==> src/rtl/instr_loader.sv <==
// Boot-time MIPS program writer: packs little-endian stream bytes into 32-bit words,
// screens each opcode and writes clean words to consecutive imem addresses.
module instr_loader #(
    parameter int ADDR_WIDTH = 8
) (
    input  logic                  clk,
    input  logic                  reset,
    input  logic                  start_i,
    input  logic [ADDR_WIDTH:0]   length_i,
    input  logic [7:0]            byte_i,
    input  logic                  byte_valid_i,
    output logic                  byte_ready_o,
    output logic                  imem_we_o,
    output logic [ADDR_WIDTH-1:0] imem_addr_o,
    output logic [31:0]           imem_data_o,
    output logic                  busy_o,
    output logic                  done_o,
    output logic                  error_o,
    output logic [ADDR_WIDTH-1:0] err_addr_o,
    output logic                  cpu_run_o,
    output logic [2:0]            dbg_state
);

    // Byte handshake: a byte moves on a rising edge where byte_valid_i and byte_ready_o
    // are both high; byte_ready_o is high only while loading, valid may drop at any time.
    typedef enum logic [2:0] {
        S_IDLE  = 3'd0,
        S_LOAD  = 3'd1,
        S_WRITE = 3'd2,
        S_DONE  = 3'd3,
        S_ERROR = 3'd4
    } state_t;

    localparam logic [ADDR_WIDTH:0] CAPACITY = {1'b1, {ADDR_WIDTH{1'b0}}};

    state_t                state, state_next;
    logic [1:0]            byte_idx;
    logic [23:0]           partial;
    logic [ADDR_WIDTH-1:0] addr;
    logic [ADDR_WIDTH-1:0] last_addr;
    logic [ADDR_WIDTH-1:0] last_addr_next;
    logic                  word_ok;
    logic [31:0]           full_word;

    function automatic logic opcode_ok(input logic [5:0] op);
        case (op)
            6'h00, 6'h08, 6'h0F, 6'h0D, 6'h0C, 6'h23: return 1'b1;
            default:                                  return 1'b0;
        endcase
    endfunction

    // A full-capacity length leaves zero low bits, so subtracting one wraps to all ones.
    assign last_addr_next = (length_i > CAPACITY) ? '1
                          : length_i[ADDR_WIDTH-1:0] - ADDR_WIDTH'(1);
    assign full_word      = {byte_i, partial};

    assign byte_ready_o = (state == S_LOAD);
    assign busy_o       = (state == S_LOAD) || (state == S_WRITE);
    assign done_o       = (state == S_DONE);
    assign cpu_run_o    = (state == S_DONE);
    assign error_o      = (state == S_ERROR);
    assign dbg_state    = state;

    always_comb begin
        state_next = state;
        case (state)
            S_IDLE, S_DONE, S_ERROR: begin
                if (start_i) state_next = (length_i == '0) ? S_DONE : S_LOAD;
            end
            S_LOAD: begin
                if (byte_valid_i && byte_idx == 2'd3) state_next = S_WRITE;
            end
            S_WRITE: begin
                if (!word_ok)               state_next = S_ERROR;
                else if (addr == last_addr) state_next = S_DONE;
                else                        state_next = S_LOAD;
            end
            default: state_next = S_IDLE;
        endcase
    end

    always_ff @(posedge clk) begin
        if (reset) begin
            state       <= S_IDLE;
            byte_idx    <= '0;
            partial     <= '0;
            addr        <= '0;
            last_addr   <= '0;
            word_ok     <= 1'b0;
            imem_we_o   <= 1'b0;
            imem_addr_o <= '0;
            imem_data_o <= '0;
            err_addr_o  <= '0;
        end else begin
            state     <= state_next;
            imem_we_o <= 1'b0;
            case (state)
                S_IDLE, S_DONE, S_ERROR: begin
                    if (start_i) begin
                        addr       <= '0;
                        byte_idx   <= '0;
                        err_addr_o <= '0;
                        last_addr  <= last_addr_next;
                    end
                end
                S_LOAD: begin
                    if (byte_valid_i) begin
                        byte_idx <= byte_idx + 2'd1;
                        case (byte_idx)
                            2'd0: partial[7:0]   <= byte_i;
                            2'd1: partial[15:8]  <= byte_i;
                            2'd2: partial[23:16] <= byte_i;
                            default: begin
                                // Write port only moves for a legal word so it holds otherwise.
                                word_ok <= opcode_ok(byte_i[7:2]);
                                if (opcode_ok(byte_i[7:2])) begin
                                    imem_we_o   <= 1'b1;
                                    imem_addr_o <= addr;
                                    imem_data_o <= full_word;
                                end
                            end
                        endcase
                    end
                end
                S_WRITE: begin
                    if (!word_ok)               err_addr_o <= addr;
                    else if (addr != last_addr) addr       <= addr + ADDR_WIDTH'(1);
                end
                default: ;
            endcase
        end
    end

endmodule

==> config.mk <==
export PLATFORM = sky130hd
export DESIGN_NAME = instr_loader
export DESIGN_NICKNAME = d
export VERILOG_FILES = /design/src/rtl/instr_loader.sv
export SDC_FILE = /design/constraint.sdc
export NUM_CORES = 1
export LEC_CHECK = 0
export CORE_ASPECT_RATIO = 1.5
export CORE_MARGIN = 5
export CORE_UTILIZATION = 40
export DETAILED_ROUTE_END_ITERATION = 8
export GPL_TIMING_DRIVEN = 0
export MAX_ROUTING_LAYER = met4
export SLEW_MARGIN = 0
export SYNTH_ARGS = -nofsm -noshare
export SYNTH_HDL_FRONTEND = slang
export SYNTH_SLANG_ARGS = --single-unit
==> constraint.sdc <==
create_clock -name clk -period 2.7 [get_ports clk]
set_clock_uncertainty 0.05 [all_clocks]
set_input_delay 0.405 -clock clk [delete_from_list [all_inputs] [get_ports clk]]
set_output_delay 0.405 -clock clk [all_outputs]
set_load 0.005 [all_outputs]
==> run_results.csv, run 1 <==
group,metric,value,unit
status,outcome,"completed",
yosys,synth_edf_count,0,
floorplan,die_h,135,um
yosys,yosys_warnings,0,
pwr,power_leakage,1.83,nW
global_routing,gr-total-overflow,0,
timing,period_share,86.6,%
timing,drv_slew,0,
critical_path,cp_max_fo,10,
global_routing,antenna_found_initial,0,
critical_path,cp.required,2250,ps
yosys,syn_nets,515,
route,via_count,3628,
pwr,netSwitchingFraction,23.8,%
route,drc_errors,0,
floorplan,num_rows,45,
global_routing,grt_use_total,18.1,%
critical_path,crit_start,"dbg_state[0]",
yosys,synth_area_leaders,"dfxtp_1 (45%), nand2_1 (11%), mux2i_1 (10%)",
hold_path,hold_class,"register to register",
placed_design,dpl_cell_area,0.00514,mm2
timing,rsz0062_at_grt,"false",
clock_tree,holdBufCountCts,0,
floorplan,die_w,93.6,um
yosys,synthSimpleGateAreaFrac,24.0,%
clock_tree,clock_path_buffers,2,
hold_path,hold_path_startpoint,"imem_data_o[18]",
yosys,synthMuxAreaShare,11.0,%
layout,stdcell_count,721,
critical_path,cp_data_arrival_time,1880,ps
clock_tree,cts_resized,0,
timing,fin_crit,2340,ps
floorplan,core,0.0102,mm2
clock_tree,clk_pin_slew,60,ps
timing,finalSetupTns,0,ps
timing,final_hold_viol_count,0,
global_routing,grt_max_degree,16,
layout,post-route-cell-area,0.00545,mm2
yosys,synthAdderAreaFrac,2.09,%
route,drtIter0Drc,126,
layout,synthToLayoutAreaGrowth,29.7,%
clock_tree,tritoncts,"yes",
route,wirelength,10.6,mm
clock_tree,insertion_delay,340,ps
route,viasPerCell,5.03,
pwr,p_int,2.27,mW
placed_design,routabilityCongestion,0.850,
layout,nets,603,
clock_tree,cts-root-buf,"clkbuf_16",
layout,insertedDiodeCount,0,
timing,tightest_slew,630,ps
route,routedWlPerCell,14.7,um
pwr,pwr-share-seq,48.2,%
clock_tree,numCtsBuffers,9,
placed_design,place_inst,705,
timing,fmax,0.427,GHz
critical_path,worstSetupPathType,"register to primary output",
critical_path,r2r_start,"byte_idx[0]",
route,first_pass_iters,4,
floorplan,die_area,0.0127,mm2
yosys,synthArstFlopShare,0,%
timing,maxSlewHeadroom,57.9,%
placed_design,io_buffer_count,77,
yosys,synth_top_family_by_area,"simple AND/OR/NAND/NOR gates",
route,ant_nets,0,
global_routing,grt_pass1_vias,3661,
pwr,power,2.98,mW
pwr,peakVddDrop,0.358,mV
pwr,pwr-share-clk,42.4,%
clock_tree,htreeDepth,3,
placed_design,dp_hpwl,8.09,mm
yosys,synth_seq_cells,95,
yosys,yosysTopAreaCellShare,45.3,%
floorplan,ios,78,
yosys,synthXorXnorAreaFrac,3.13,%
pwr,pwr-share-comb,9.3,%
flow_run,max_cap_viol_count,0,
timing,setup_viol,0,
yosys,syn_area,0.00420,mm2
yosys,synth-compound-area-share,9.69,%
yosys,yosysUniqueCellTypes,47,
global_routing,grt_pass1_wl,17.6,mm
critical_path,startpoint_type,"register",
yosys,syn_inst,487,
yosys,synth_ff_type,"dfxtp_1",
yosys,seq_area_frac_synth,45.3,%
yosys,synth_area_per_cell,8.62,um2
floorplan,start_util,41.2,%
pwr,power.density,548,mW/mm2
yosys,post-synth-top-area-cell,"dfxtp_1",
layout,drive_above_1_share,6.72,%
critical_path,crit_path_end_kind,"primary output",
timing,hold_ws,404,ps
pwr,switchingPower,710,uW
clock_tree,clkSinkCount,95,
clock_tree,post_cts_buffers,0,
final cells by class:
class	instances	area [um2]
fillers	981	4750
clock inverters	5	57.6
plain buffers	36	180
multi-input cells	351	2100
repair buffers	77	771
clock buffers	11	243
flip-flops and latches	95	1900
inverters	5	18.8
well taps	141	176
registers in the layout, indices dropped and copies added, names as in the netlist:
register and flops:
last_addr 8, err_addr_o 8, imem_addr_o 8, byte_idx 2, dbg_state 3, addr 8, imem_we_o 1, word_ok 1
partial 24, imem_data_o 32
through the flow:
stage	util [%]	setup slack, ps
after floorplan	-	950
after global placement	50.5	129
after detailed placement	50.5	89.0
after CTS	53.4	311
after global routing	53.4	213
final	53.4	361
cell families (layout without fill, tap and decap cells):
| logic type | count (synthesis) | count (layout) |
|---|---|---|
| and+or+nand+nor | 209 | 209 |
| xor gates and xnor gates | 15 | 15 |
| DFF | 95 | 95 |
| buffers and inverters | 41 | 134 |
| muxes | 46 | 46 |
| AOI/OAI and AO/OA | 74 | 74 |
| adders and majority gates | 7 | 7 |
per-layer routing:
layer | global-route usage, % | wire length [um] | up-vias
met3 | 3.89 | 392 | 14
li1 | - | - | 1843
met5 | - | 0 | -
met4 | 5.86 | 174 | 0
met1 | 18.9 | 4270 | 1697
met2 | 33.2 | 5750 | 74
layout by cell type, fill, tap and decap left out, types with 2 or more instances in the layout:
master and n:
mux2i_1 44, inv_1 5, nor2_1 9, xor2_1 11, o21ai_0 9, nor2b_1 2
buf_6 4, buf_2 9, clkdlybuf4s50_1 77, nor4_4 2, mux2_1 2, a211oi_1 2
clkinvlp_4 3, clkbuf_1 23, clkbuf_16 9, nand2_1 121, nand3_1 41, dfxtp_1 95
nor3b_1 2, nor4bb_1 2, nand4_1 4, and3_1 2, or3_1 6, xnor2_1 4
nor3_1 3, ha_1 7, o21a_1 2, a21oi_1 53, and3b_1 2, a31oi_1 2
cells in the mapped netlist (6+ instances only):
cell type  number
buf_2           9
a21oi_1        53
mux2i_1        44
nand3_1        41
nand2_1       121
ha_1            7
nor2_1          9
o21ai_0         9
dfxtp_1        95
or3_1           6
clkbuf_1       22
xor2_1         11
final timing paths:
path                           to  slack, ps  cells after the start
setup / recovery     byte_ready_o        360                      3
hold / removal    imem_data_o[18]        400                      2
hold reg to reg   imem_data_o[18]        400                      2
setup reg to reg        imem_we_o        660                      5
critical path, cell delays in order (launching register included):
cell and delay (ps):
dfxtp_1 340, buf_2 220, nor3b_1 400, clkdlybuf4s50_1 580
power by group through the flow:
stage | clock, mW | combinational, mW | sequential [mW]
floorplan | 0 | 0.167 | 1.47
global placement | 0 | 0.278 | 1.47
detailed placement | 0 | 0.280 | 1.47
CTS | 1.30 | 0.282 | 1.44
global route | 1.36 | 0.309 | 1.44
finish | 1.27 | 0.279 | 1.44
(Power assumes the default switching activity.)
==> run 2: changes to the inputs <==
PLACE_DENSITY = 0.75   (was default)
==> run_results.csv, run 2 (synthesis results as in run 1) <==
group,metric,value,unit
floorplan,start_util,41.2,%
critical_path,cp_max_fo,10,
clock_tree,cts-root-buf,"clkbuf_16",
route,first_pass_iters,4,
floorplan,core,0.0102,mm2
floorplan,die_area,0.0127,mm2
status,outcome,"completed",
timing,maxSlewHeadroom,54.8,%
timing,fmax,0.417,GHz
hold_path,hold_class,"register to register",
timing,worst_slack,300,ps
placed_design,pre_cts_slack,191,ps
critical_path,crit_chain,"buf_2, nor3b_1, clkdlybuf4s50_1",
critical_path,cp_slowest_cell,"clkdlybuf4s50_1",
clock_tree,holdBufCountCts,0,
timing,rsz0062_at_grt,"false",
timing,setup_viol,0,
flow_run,max_cap_viol_count,0,
layout,drive_above_1_share,6.56,%
global_routing,antenna_found_initial,0,
route,viasPerCell,5.04,
pwr,power_leakage,1.84,nW
clock_tree,clock_path_buffers,2,
layout,synthToLayoutAreaGrowth,29.7,%
route,routedWlPerCell,14.4,um
route,ant_nets,0,
global_routing,grt_pass1_vias,3662,
critical_path,crit_path_end_kind,"primary output",
pwr,power.density,550,mW/mm2
placed_design,dp_hpwl,8.01,mm
timing,period_share,88.9,%
timing,final_hold_viol_count,0,
route,drc_errors,0,
layout,final_util,53.4,%
layout,final_cell_mix,"nand2_1 (121), dfxtp_1 (95), clkdlybuf4s50_1 (77)",
clock_tree,numCtsBuffers,9,
global_routing,grt_pass1_wl,17.1,mm
critical_path,path_buf_inv,2,
clock_tree,insertion_delay,350,ps
clock_tree,cts_resized,0,
clock_tree,post_cts_buffers,0,
layout,top_regs,"imem_data_o x32, partial x24",
layout,largest-register,"imem_data_o",
timing,tightest_slew,677,ps
layout,largest_register_ffs,32,
clock_tree,clkSinkCount,95,
route,via_count,3628,
clock_tree,clk_pin_slew,60,ps
timing,fin_crit,2400,ps
global_routing,gr-total-overflow,0,
floorplan,die_w,93.6,um
critical_path,startpoint_type,"register",
placed_design,io_buffer_count,77,
global_routing,grt_max_degree,15,
floorplan,die_h,135,um
route,wirelength,10.4,mm
timing,finalSetupTns,0,ps
layout,layout_commonest_cell,"nand2_1",
layout,num-fill-cells,937,
critical_path,cp.required,2250,ps
critical_path,worst_path_dominant_cell_family,"buffers and inverters",
global_routing,grt_use_total,17.4,%
critical_path,worstSetupPathType,"register to primary output",
clock_tree,htreeDepth,3,
layout,nets,603,
timing,drv_slew,0,
pwr,peakVddDrop,0.289,mV
route,drtIter0Drc,166,
layout,insertedDiodeCount,0,
clock_tree,tritoncts,"yes",
critical_path,cp_slowest_stage_delay,600,ps
critical_path,cp_data_arrival_time,1940,ps
floorplan,num_rows,45,
placed_design,routabilityCongestion,0.929,
floorplan,ios,78,
-- run 2: cell types whose count changed in the layout (fill, tap and decap cells not counted), sizes merged --
cell      previous run  this run
clkbuf              33        34
clkinvlp             3         1
-- run 2: power by group --
group	leakage, nW	switching, mW	internal, mW	total [mW]
Sequential	0.768	0.0144	1.43	1.44
Clock	0.145	0.513	0.761	1.27
Combinational	0.922	0.171	0.107	0.278
Total	1.84	0.698	2.29	2.99
-- run 2: through the flow --
step	hold WS, ps	power (mW)	cells	instance area (um2)
3_3_place_gp	392	1.74	705	5140
5_1_grt	427	3.11	720	5440
3_5_place_dp	397	1.75	705	5140
2_1_floorplan	387	1.64	487	4200
4_1_cts	407	3.02	720	5440
6_report	403	2.99	720	5440
-- run 2: layer usage --
metal,vias up,GRT usage (%),wire [um]
li1,1840,-,-
met1,1643,17.4,3980
met2,114,31.8,5510
met3,31,3.22,550
met4,0,8.76,352
met5,-,-,0
-- run 2: worst paths after layout --
kind                                       from               to  cells past startpoint  slack (ps)
worst max-delay path               dbg_state[0]     byte_ready_o                      3         300
worst min-delay path            imem_data_o[11]  imem_data_o[11]                      2         400
worst max register to register      byte_idx[0]        imem_we_o                      5         500
worst min register to register  imem_data_o[11]  imem_data_o[11]                      2         400
-- run 2: tightest hold or removal path: stages, from the launching register on --
cell and delay [ps]:
dfxtp_1 310, nand2_1 50, mux2i_1 50
-- run 2: area by class of cell --
type / count / area, um2 / share of cell area [%]
Clock buffer: 12 / 256 / 4.71
Inverter: 5 / 18.8 / 0.345
Buffer: 36 / 180 / 3.31
Sequential cell: 95 / 1900 / 34.9
Clock inverter: 3 / 42.5 / 0.781
Timing Repair Buffer: 77 / 771 / 14.2
Tap cell: 141 / 176 / 3.24
Multi-Input combinational cell: 351 / 2100 / 38.5
==> run 3: changes to the inputs <==
GPL_TIMING_DRIVEN = default   (was 0)
==> run_results.csv, run 3 (synthesis results as in run 1) <==
group,metric,value,unit
status,outcome,"completed",
floorplan,die_h,135,um
critical_path,startpoint_type,"register",
route,viasPerCell,5.28,
clock_tree,cts_resized,0,
hold_path,min_path_cells,2,
clock_tree,clock_path_buffers,2,
route,ant_nets,0,
critical_path,cp_slowest_stage_delay,610,ps
critical_path,cp_data_arrival_time,2040,ps
global_routing,gr-total-overflow,0,
timing,setup_viol,0,
critical_path,r2r_end,"imem_we_o",
floorplan,die_area,0.0127,mm2
clock_tree,htreeDepth,3,
timing,tightest_slew,645,ps
timing,finalSetupTns,0,ps
timing,worst_slack,206,ps
pwr,power.density,556,mW/mm2
pwr,power_leakage,1.79,nW
route,drtIter0Drc,122,
clock_tree,clkSinkCount,95,
timing,period_share,92.4,%
timing,final_hold_viol_count,0,
clock_tree,numCtsBuffers,9,
placed_design,dp_hpwl,7.50,mm
global_routing,grt_max_degree,58,
timing,drv_slew,0,
placed_design,routabilityCongestion,0.891,
layout,largest_register_ffs,32,
critical_path,ff2ff_setup_slack,630,ps
layout,final_cell_mix,"nand2_1 (121), dfxtp_1 (95), clkdlybuf4s50_1 (77)",
clock_tree,cts-root-buf,"clkbuf_16",
floorplan,start_util,41.2,%
clock_tree,post_cts_buffers,0,
pwr,peakVddDrop,0.331,mV
timing,maxSlewHeadroom,56.9,%
route,drc_errors,0,
clock_tree,tritoncts,"yes",
floorplan,die_w,93.6,um
placed_design,place_inst,679,
critical_path,cp_slowest_cell,"clkdlybuf4s50_1",
timing,fin_crit,2490,ps
pwr,power,2.98,mW
hold_path,hold_path_startpoint,"imem_data_o[12]",
timing,hold_ws,404,ps
floorplan,num_rows,45,
layout,stdcell_count,693,
global_routing,grt_pass1_wl,17.0,mm
layout,top_regs,"imem_data_o x32, partial x24",
route,wl_met1,3.83,mm
route,dr_wl_met2,5.43,mm
layout,synthToLayoutAreaGrowth,27.7,%
layout,nets,577,
critical_path,crit_path_end_kind,"primary output",
critical_path,r2r_start,"byte_idx[0]",
clock_tree,insertion_delay,350,ps
critical_path,worstSetupPathType,"register to primary output",
layout,insertedDiodeCount,0,
layout,drive_above_1_share,6.34,%
timing,fmax,0.401,GHz
route,routedWlPerCell,14.9,um
global_routing,antenna_found_initial,0,
critical_path,cp.required,2250,ps
critical_path,crit_chain,"nor3b_1, clkdlybuf4s50_1",
clock_tree,holdBufCountCts,0,
route,top_layer,"met4",
placed_design,pre_cts_slack,295,ps
placed_design,io_buffer_count,77,
floorplan,ios,78,
floorplan,core,0.0102,mm2
critical_path,cp_max_fo,12,
layout,largest-register,"imem_data_o",
route,wirelength,10.3,mm
clock_tree,clk_pin_slew,60,ps
critical_path,r2r_cells,4,
critical_path,crit_start,"dbg_state[0]",
timing,rsz0062_at_grt,"false",
route,via_count,3661,
global_routing,grt_pass1_vias,3660,
global_routing,grt_use_total,17.3,%
route,route.met3.wl,651,um
layout,num-fill-cells,960,
flow_run,max_cap_viol_count,0,
hold_path,min_to,"imem_data_o[12]",
layout,layout_commonest_cell,"nand2_1",
route,first_pass_iters,4,
hold_path,hold_class,"register to register",
## run 3: cell types whose count changed in the layout (fill, tap and decap cells not counted), sizes merged
cell and change:
clkbuf -23, buf -4, clkinvlp -1, clkinv +1
## run 3: per-stage QoR
stage          cell area (um2)  utilization (%)
5_1_grt                   5360             52.6
3_5_place_dp              5060             49.7
3_3_place_gp              5060             49.7
2_1_floorplan             4200                -
6_report                  5360             52.6
4_1_cts                   5360             52.6
## run 3: final cells by class
type / count / area, um2 / area share (%)
flip-flops and latches: 95 / 1900 / 35.5
clock inverters: 3 / 43.8 / 0.817
repair buffers: 87 / 871 / 16.2
inverters: 5 / 18.8 / 0.350
well taps: 141 / 176 / 3.29
multi-input cells: 351 / 2100 / 39.1
clock buffers: 11 / 253 / 4.71
## run 3: worst max-delay path by stage
stage | end | slack, ps
final | byte_ready_o | 210
after floorplan | imem_we_o | 950
after global placement | imem_addr_o[0] | 380
after CTS | byte_ready_o | 220
after detailed placement | imem_addr_o[0] | 290
after global routing | byte_ready_o | 70
## run 3: where the power goes
group	internal (mW)	total [mW]	leakage, nW	switching, mW
Sequential	1.43	1.45	0.768	0.0222
Clock	0.757	1.27	0.147	0.510
Combinational	0.107	0.267	0.879	0.160
## run 3: critical path: cells and delay by family, from the launching register on
family                 cells  cell delay, ps
buffers and inverters      1             610
DFF                        1             580
and+or+nand+nor            1             510
## run 3: per-layer routing
layer	track usage, %	vias to the layer above
met5	-	-
met4	9.88	0
met3	3.39	40
met2	29.8	146
met1	18.1	1691
li1	-	1784
